<file path="config.mk">
export PLATFORM = sky130hd
export DESIGN_NAME = fifo_flagged
export DESIGN_NICKNAME = d
export VERILOG_FILES = /design/src/rtl/fifo_flagged_pkg.sv /design/src/rtl/fifo_flagged_mem.sv /design/src/rtl/fifo_flagged.sv
export SDC_FILE = /design/constraint.sdc
export NUM_CORES = 1
export LEC_CHECK = 0
export BUFFER_PORTS_ARGS = -buffer_cell sky130_fd_sc_hd__buf_2
export CORE_MARGIN = 2
export CORE_UTILIZATION = 40
export DETAILED_ROUTE_END_ITERATION = 8
export REMOVE_ABC_BUFFERS = 1
export SLEW_MARGIN = 10
export SYNTH_ARGS = -nofsm -noshare
export SYNTH_HDL_FRONTEND = slang
export SYNTH_HIERARCHICAL = 1
export SYNTH_SLANG_ARGS = --single-unit
</file>
<file path="constraint.sdc">
create_clock -name CLK -period 9.2 [get_ports CLK]
set_clock_uncertainty 0.15 [all_clocks]
set_input_delay 0.92 -clock CLK [delete_from_list [all_inputs] [get_ports CLK]]
set_output_delay 0.92 -clock CLK [all_outputs]
set_load 0.1 [all_outputs]
</file>
<file path="src/rtl/fifo_flagged_pkg.sv">
// Shared types and helpers for the flagged FIFO.
// Request encoding and depth helper.
package fifo_flagged_pkg;

  // {effective write, effective read}
  typedef enum logic [1:0] {
    OP_HOLD = 2'b00,
    OP_RD   = 2'b01,
    OP_WR   = 2'b10,
    OP_BOTH = 2'b11
  } op_e;

  localparam int AW_MIN = 2;
  localparam int AW_MAX = 12;

  function automatic int fifo_depth(input int aw);
    return 1 << aw;
  endfunction

endpackage

</file>
<file path="src/rtl/fifo_flagged_mem.sv">
// Simple dual-port RAM: synchronous write, asynchronous read.
// Ports: clk_i, we_i, waddr_i, wdata_i, raddr_i, rdata_o.
module fifo_mem #(
  parameter int DATA_SIZE     = 8,
  parameter int ADDR_SIZE_EXP = 4
) (
  input  logic                     clk_i,
  input  logic                     we_i,
  input  logic [ADDR_SIZE_EXP-1:0] waddr_i,
  input  logic [DATA_SIZE-1:0]     wdata_i,
  input  logic [ADDR_SIZE_EXP-1:0] raddr_i,
  output logic [DATA_SIZE-1:0]     rdata_o
);

  localparam int DEPTH = 1 << ADDR_SIZE_EXP;

  logic [DATA_SIZE-1:0] mem_q [DEPTH];

  always_ff @(posedge clk_i) begin
    if (we_i) mem_q[waddr_i] <= wdata_i;
  end

  assign rdata_o = mem_q[raddr_i];

endmodule

</file>
<file path="src/rtl/fifo_flagged.sv">
// Single-clock FWFT FIFO with count, thresholds, sticky errors, flush.
// Ports: CLK, RESET_N, flush, clr_err, wr/rd requests, data, count, flags.
module fifo_flagged
  import fifo_flagged_pkg::*;
#(
  parameter int DATA_SIZE     = 8,
  parameter int ADDR_SIZE_EXP = 4,
  parameter int AFULL_THRESH  = fifo_depth(ADDR_SIZE_EXP) - 2,
  parameter int AEMPTY_THRESH = 2
) (
  input  logic                     CLK,
  input  logic                     RESET_N,
  input  logic                     flush,
  input  logic                     clr_err,
  input  logic                     wr_to_fifo,
  input  logic [DATA_SIZE-1:0]     wr_data_in,
  input  logic                     rd_from_fifo,
  output logic [DATA_SIZE-1:0]     rd_data_out,
  output logic [ADDR_SIZE_EXP:0]   count,
  output logic                     empty,
  output logic                     full,
  output logic                     almost_empty,
  output logic                     almost_full,
  output logic                     overflow,
  output logic                     underflow
);

  localparam int DEPTH = fifo_depth(ADDR_SIZE_EXP);
  localparam int CW    = ADDR_SIZE_EXP + 1;
  localparam logic [CW-1:0] DEPTH_C = CW'(DEPTH);
  localparam logic [CW-1:0] AF_C    = CW'(AFULL_THRESH);
  localparam logic [CW-1:0] AE_C    = CW'(AEMPTY_THRESH);

  if (ADDR_SIZE_EXP < AW_MIN || ADDR_SIZE_EXP > AW_MAX) begin : g_bad_aw
    $error("fifo_flagged: ADDR_SIZE_EXP out of range");
  end
  if (AFULL_THRESH < 1 || AFULL_THRESH > DEPTH) begin : g_bad_af
    $error("fifo_flagged: AFULL_THRESH out of range");
  end
  if (AEMPTY_THRESH < 0 || AEMPTY_THRESH > DEPTH - 1) begin : g_bad_ae
    $error("fifo_flagged: AEMPTY_THRESH out of range");
  end

  logic [ADDR_SIZE_EXP-1:0] wr_ptr_q, wr_ptr_d;
  logic [ADDR_SIZE_EXP-1:0] rd_ptr_q, rd_ptr_d;
  logic [CW-1:0]            count_q, count_d;
  logic empty_q, full_q, aempty_q, afull_q;
  logic ovf_q, ovf_d, udf_q, udf_d;
  logic rd_eff, wr_eff, mem_we;
  op_e  op;

  // A write into a full FIFO is legal when a pop frees the slot.
  assign rd_eff = rd_from_fifo & ~empty_q;
  assign wr_eff = wr_to_fifo & (~full_q | rd_eff);
  assign op     = op_e'({wr_eff, rd_eff});
  assign mem_we = wr_eff & ~flush;

  always_comb begin
    wr_ptr_d = wr_ptr_q;
    rd_ptr_d = rd_ptr_q;
    count_d  = count_q;
    unique case (op)
      OP_WR: begin
        wr_ptr_d = wr_ptr_q + 1'b1;
        count_d  = count_q + 1'b1;
      end
      OP_RD: begin
        rd_ptr_d = rd_ptr_q + 1'b1;
        count_d  = count_q - 1'b1;
      end
      OP_BOTH: begin
        wr_ptr_d = wr_ptr_q + 1'b1;
        rd_ptr_d = rd_ptr_q + 1'b1;
      end
      OP_HOLD: ;
    endcase
    if (flush) begin
      wr_ptr_d = '0;
      rd_ptr_d = '0;
      count_d  = '0;
    end
  end

  // New errors win over a same-cycle clear; flush swallows requests.
  always_comb begin
    ovf_d = (ovf_q & ~clr_err) | (~flush & wr_to_fifo & ~wr_eff);
    udf_d = (udf_q & ~clr_err) | (~flush & rd_from_fifo & empty_q);
  end

  always_ff @(posedge CLK or negedge RESET_N) begin
    if (!RESET_N) begin
      wr_ptr_q <= '0;
      rd_ptr_q <= '0;
      count_q  <= '0;
      empty_q  <= 1'b1;
      full_q   <= 1'b0;
      aempty_q <= 1'b1;
      afull_q  <= 1'b0;
      ovf_q    <= 1'b0;
      udf_q    <= 1'b0;
    end else begin
      wr_ptr_q <= wr_ptr_d;
      rd_ptr_q <= rd_ptr_d;
      count_q  <= count_d;
      empty_q  <= (count_d == '0);
      full_q   <= (count_d == DEPTH_C);
      aempty_q <= (count_d <= AE_C);
      afull_q  <= (count_d >= AF_C);
      ovf_q    <= ovf_d;
      udf_q    <= udf_d;
    end
  end

  fifo_mem #(
    .DATA_SIZE    (DATA_SIZE),
    .ADDR_SIZE_EXP(ADDR_SIZE_EXP)
  ) u_mem (
    .clk_i  (CLK),
    .we_i   (mem_we),
    .waddr_i(wr_ptr_q),
    .wdata_i(wr_data_in),
    .raddr_i(rd_ptr_q),
    .rdata_o(rd_data_out)
  );

  assign count        = count_q;
  assign empty        = empty_q;
  assign full         = full_q;
  assign almost_empty = aempty_q;
  assign almost_full  = afull_q;
  assign overflow     = ovf_q;
  assign underflow    = udf_q;

endmodule

</file>
Yosys cells after proc, flatten, opt, wreduce, memory -nomap -nowiden
Memory sizes are Yosys's and may differ from the RTL's.
Cells that the tools add are included.
- equal/unequal tests: 4
- order comparisons: 2
- bitwise logic cells: 17
- add/sub/neg operators: 4
- reductions and logical operators: 5
- multiplexer cells: 8
- operators by type and width (operator ; number):
    2-to-1 mux 4 bit ; 4
    case mux 5 bit (2 select lines) ; 1
    AND 1 bit ; 9
    adder 4 x 1 -> 4 bit, second input constant ; 2
    adder 5 x 1 -> 5 bit, second input constant ; 1
    == test 5 bit, second input constant ; 1
    >= comparator 5 x 4 -> 1 bit, second input constant ; 1
    <= comparator 5 x 2 -> 1 bit, second input constant ; 1
    zero test 5 bit ; 1
    2-to-1 mux 5 bit ; 1
    inverter 1 bit ; 5
    subtractor 5 x 1 -> 5 bit, second input constant ; 1
    == test 2 bit, second input constant ; 2
    nonzero test 2 bit ; 2
    OR reduction 2 bit ; 2
    bitwise OR 1 bit ; 3
    == test 2 x 1 -> 1 bit, second input constant ; 1
    2-to-1 mux 1 bit ; 2
- memory bits (writable): 128
- word-level logic and storage cells: 50
- input port bits: 14
- memories kept: 1
- output and inout port bits: 19
- bits in registers: 19
- memories (memory ; words ; width ; read ports ; clocked after memory_dff ; wr ports ; RTL line ; source):
    u_mem.mem_q ; 16 ; 8 ; 1 ; 0 ; 1 ; fifo_flagged_mem.sv:17 ; logic [DATA_SIZE-1:0] mem_q [DEPTH];

Logic depth before layout (Yosys ltp)
- depth after elaboration: 8
- mapped depth: 8
- depth with buffers taken out: 8

By module
Netlist, hierarchy kept.
- modules (own cells, without submodules) (module ; seq. area each (um^2) ; cells each ; area an instance (um^2) ; times used):
    fifo_mem ; 3843.7 ; 221 ; 4987.3 ; 1
    fifo_flagged ; 478.0 ; 98 ; 988.4 ; 1

Least setup slack after synthesis
No wires, ideal clock.
- path type: input to register
- from: input port rd_from_fifo
- to: memory u_mem.mem_q[0][0], enable pin
- data required time: 8667 ps
- cell stages on the path: 5
- slack: 5886 ps
- buffers on the path: 0
- setup time: 383 ps
- arrival: 2781 ps
- cells stage by stage: nand2b_1 > a21oi_1 > nor2b_1 > or3b_2 > nor3_1
- word-level cells in the longest chain between the ends: 6
- RTL lines (element ; RTL line ; source):
    from (decl) ; fifo_flagged.sv:17 ; input logic rd_from_fifo,
    AND 1 bit ; fifo_flagged.sv:53 ; assign rd_eff = rd_from_fifo & ~empty_q;
    bitwise OR 1 bit ; fifo_flagged.sv:54 ; assign wr_eff = wr_to_fifo & (~full_q | rd_eff);
    AND 1 bit ; fifo_flagged.sv:54 ;
    AND 1 bit ; fifo_flagged.sv:56 ; assign mem_we = wr_eff & ~flush;
    net mem_we ; fifo_flagged.sv:49 ; logic rd_eff, wr_eff, mem_we;
    2-to-1 mux 1 bit ; fifo_flagged_mem.sv:20 ; if (we_i) mem_q[waddr_i] <= wdata_i;
    2-to-1 mux 1 bit (not written as such) ; fifo_flagged_mem.sv:20 ;
    to (decl) ; fifo_flagged_mem.sv:17 ;
The timed path passes the listed nets, and every way through them passes these cells.

Worst setup path in the final report
- from: register rd_ptr_q[0]
- to: output port rd_data_out[2]
- word-level cells in the longest chain between the ends: 1
- RTL lines (element ; RTL line ; source):
    from (decl) ; fifo_flagged.sv:45 ; logic [ADDR_SIZE_EXP-1:0] rd_ptr_q, rd_ptr_d;
    from (signal assigned) ; fifo_flagged.sv:103 ; rd_ptr_q <= rd_ptr_d;
    memory (16 x 8 bit) ; -- ;
    to (decl) ; fifo_flagged.sv:18 ; output logic [DATA_SIZE-1:0] rd_data_out,
Every way passes these cells.

==> run summary <==
CLOCK TREE
---------------------------------------------------------------------------------
Number of clock sinks seen by CTS                                             147
Source-to-sink clock delay at the later pin of the worst-skew pair        0.41 ns
Level count of the clock H-tree                                                 4
Number of hold-repair buffers added at the cts stage                            0
Clock transition at path regs                                             0.06 ns
Number of buffers created by CTS                                               17
Post-CTS Setup Repair Bufs                                                      0
Buffer cell driving the clock tree root                                 clkbuf_16
Post-CTS Resized                                                                0
Largest buffer count on any clock path                                          2
CTS tree                                                                     done

CRITICAL PATH
---------------------------------------------------------------------------------
Largest stage delay on the critical path                                  0.66 ns
Data arrival at the endpoint of the critical path                         2.76 ns
Kind of end point of the critical path                               primary output
Critical path peak fanout                                                      26
Data required time at the worst endpoint                                  8.13 ns
Highest-delay cell along the critical path                                 mux4_1
Crit path kind                                                       flip-flop to primary output
Worst setup SP type                                                     flip-flop
Beginning of the worst register-to-register path                     empty$_DFF_PN1_
Sequence of cells on the critical path                               buf_4, mux4_1, a22oi_1, nand2_1, buf_2
Startpoint of the worst setup timing path                            rd_ptr_q[0]$_DFFE_PN0P_

DIE
---------------------------------------------------------------------------------
Die Span Y                                                               126.2 um
Cell row count                                                                 44
Width of the die                                                         126.2 um
Starting density of the core                                               40.96%
IO Pins                                                                        33
Total Die Area                                                         15930 um^2
Core Footprint                                                         14590 um^2

LOGIC SYNTHESIS
---------------------------------------------------------------------------------
Commonest cells in the netlist                                       128 x edfxtp_1, 26 x nor2_1, 18 x mux4_2
Warning count from the yosys run                                                6
Dominant cell by count in the synthesized netlist                        edfxtp_1
Top_reg_cell synth                                                       edfxtp_1
Fraction of synthesized cell area taken by the top area cell type          64.32%
Proportion of synthesized chip area in sequential cells                    72.32%
Register bit count reported by yosys                                          147
EDFF count, synth                                                             128
FFs w/ async S/R, synth                                                    12.93%
Top post-synthesis cells by area                                     edfxtp_1 64%, dfrtp_1 7.1%, mux4_2 6.8%, mux4_1 6.2%, a22oi_1 2.0%
Netlist Area Pre-Place                                                  5976 um^2
Mean cell area of the mapped netlist                                   18.73 um^2
Cell count after synthesis                                                    319
Count of cell types in the netlist                                             41
Top cell type by total area after synthesis                              edfxtp_1

GLOBAL ROUTING
---------------------------------------------------------------------------------
Maximum number of pins on one net before global-route repair                   36
Total routing resource utilization after global routing                    15.77%
Remaining global-route overflow                                                 0
Initial antenna violation count                                                 0
Wire length of the first global-routing pass                             18140 um
Via count of the first global-routing pass                                   3054

ROUTE
---------------------------------------------------------------------------------
Vias                                                                         3050
DRC viols                                                                       0
DR top layer                                                                 met4
Via count normalized by instance count                                      5.476
Initial DRC count                                                             238
Detailed-route wire length per cell                                      21.17 um
Wire length on met1                                                       5669 um
Post-detailed-routing wire length                                        11790 um
Routed length on met3                                                      405 um
Antenna viol nets, final                                                        0
Initial DRT Pass Iterations                                                     4
Met2 Routed Length                                                        5512 um

PLACE
---------------------------------------------------------------------------------
Worst slack at placement                                                 5.245 ns
Post-DP HPWL                                                              7345 um
Number of port buffers                                                         32
Global placement routability congestion                                    0.7439
Placed cell area                                                        6291 um^2
Dpl cells                                                                     525

STA
---------------------------------------------------------------------------------
Final hold viol count                                                           0
Relative max-transition margin                                             14.08%
RSZ-0062 raised after global routing                                           no
Fmax                                                                    261.3 MHz
Least-Margin Pin Slew                                                    1.279 ns
Pins over their slew limit                                                      0
Final critical delay including setup and external delays                 3.827 ns
Finish-stage setup viols                                                        0
Fin Setup TNS                                                                0 ns
Setup WS post-layout                                                     5.373 ns
Period utilisation layout                                                  41.60%

FINISH
---------------------------------------------------------------------------------
Post-layout util                                                           47.25%
Final net count                                                               377
Fraction of final layout cells with drive strength greater than 1          23.59%
Inserted Diodes                                                                 0
Number of cells in the finished layout apart from fillers                     557
Area added between synthesis and finish                                    15.35%
Final Cell Area                                                         6893 um^2

HOLD PATH
---------------------------------------------------------------------------------
Worst Hold Class                                                     primary input to async pin

POWER AND IR DROP
---------------------------------------------------------------------------------
Worst voltage drop across the vdd grid                                   212.1 uV
P per Cell Area                                                      270.7 nW/um^2
Cell leakage power                                                       2.370 nW

FLOW RUN
---------------------------------------------------------------------------------
Maxcap violations                                                               0

STATUS
---------------------------------------------------------------------------------
Outcome                                                              finished clean

[routing by layer]
| layer | vias to the layer above | track usage, % |
|---|---|---|
| met5 | - | 0 |
| met4 | 0 | 5.818 |
| met3 | 18 | 3.781 |
| met2 | 65 | 23.91 |
| met1 | 1591 | 22.39 |
| li1 | 1376 | - |
[state kept, by name, indices dropped and copies added (netlist names)]
| signal | flops |
|---|---|
| count | 5 |
| rd_ptr_q | 4 |
| overflow | 1 |
| underflow | 1 |
| u_mem/mem_q | 128 |
| full | 1 |
| empty | 1 |
| wr_ptr_q | 4 |
| almost_full | 1 |
| almost_empty | 1 |
[final timing paths]
path	endpoint	slack, ns	depth (start not counted)
setup / recovery	rd_data_out[2]	5.37	5
max in group asynchronous	almost_empty$_DFF_PN1_	8.27	1
setup reg to reg	u_mem/mem_q[0][5]$_DFFE_PP_	5.74	5
hold / removal	underflow$_DFF_PN0_	0.29	1
min in group CLK	overflow$_DFF_PN0_	0.39	2
hold reg to reg	overflow$_DFF_PN0_	0.39	2
[report_power, final]
group	total [mW]	switching (mW)	internal, mW
Clock	0.691	0.244	0.446
Sequential	0.780	0.0294	0.751
Combinational	0.395	0.282	0.113
Total	1.87	0.556	1.31
[worst max-delay path: cells and delay by family, from the launching register on]
| kind | cells | cell delay, ns |
|---|---|---|
| buf+inv | 2 | 0.79 |
| mux | 1 | 0.66 |
| flops | 1 | 0.54 |
| compound gates | 1 | 0.28 |
| simple gates | 1 | 0.07 |
[cell usage in the layout (no fill, tap or decap), drive strengths merged, types with 5 or more instances in the layout]
cell,count
nand2,17
clkinv,9
mux4,32
nand3,5
buf,35
a22oi,16
dfrtp,17
clkbuf,18
nor3,6
edfxtp,128
nor2,26
xor2,7
[metrics by stage]
| step | power (mW) | hold WS (ns) |
|---|---|---|
| 5_1_grt | 1.935 | 0.3169 |
| 3_3_place_gp | 1.184 | 0.3715 |
| 6_report | 1.866 | 0.2935 |
| 2_1_floorplan | 1.103 | 0.3961 |
| 4_1_cts | 1.882 | 0.2922 |
| 3_5_place_dp | 1.189 | 0.3783 |
[cell families after synthesis]
kind of cell / share of synthesized area [%]
DFF: 72.32
and+or+nand+nor: 6.051
muxes: 13.80
AOI/OAI and AO/OA: 3.832
buffers and inverters: 1.905
xor gates and xnor gates: 1.466
adders and majority gates: 0.6282
[layout make-up]
| class | instances | area [um^2] |
|---|---|---|
| fill | 1203 | 7696 |
| tap | 184 | 230.2 |
| sequential | 147 | 4323 |
| clock inverter | 14 | 167.7 |
| timing repair buffer | 35 | 182.7 |
| clock buffer | 18 | 429.2 |
| inverter | 4 | 15.01 |
| multi-input combinational | 155 | 1545 |
Note: power is estimated with default switching activity, not from simulation.
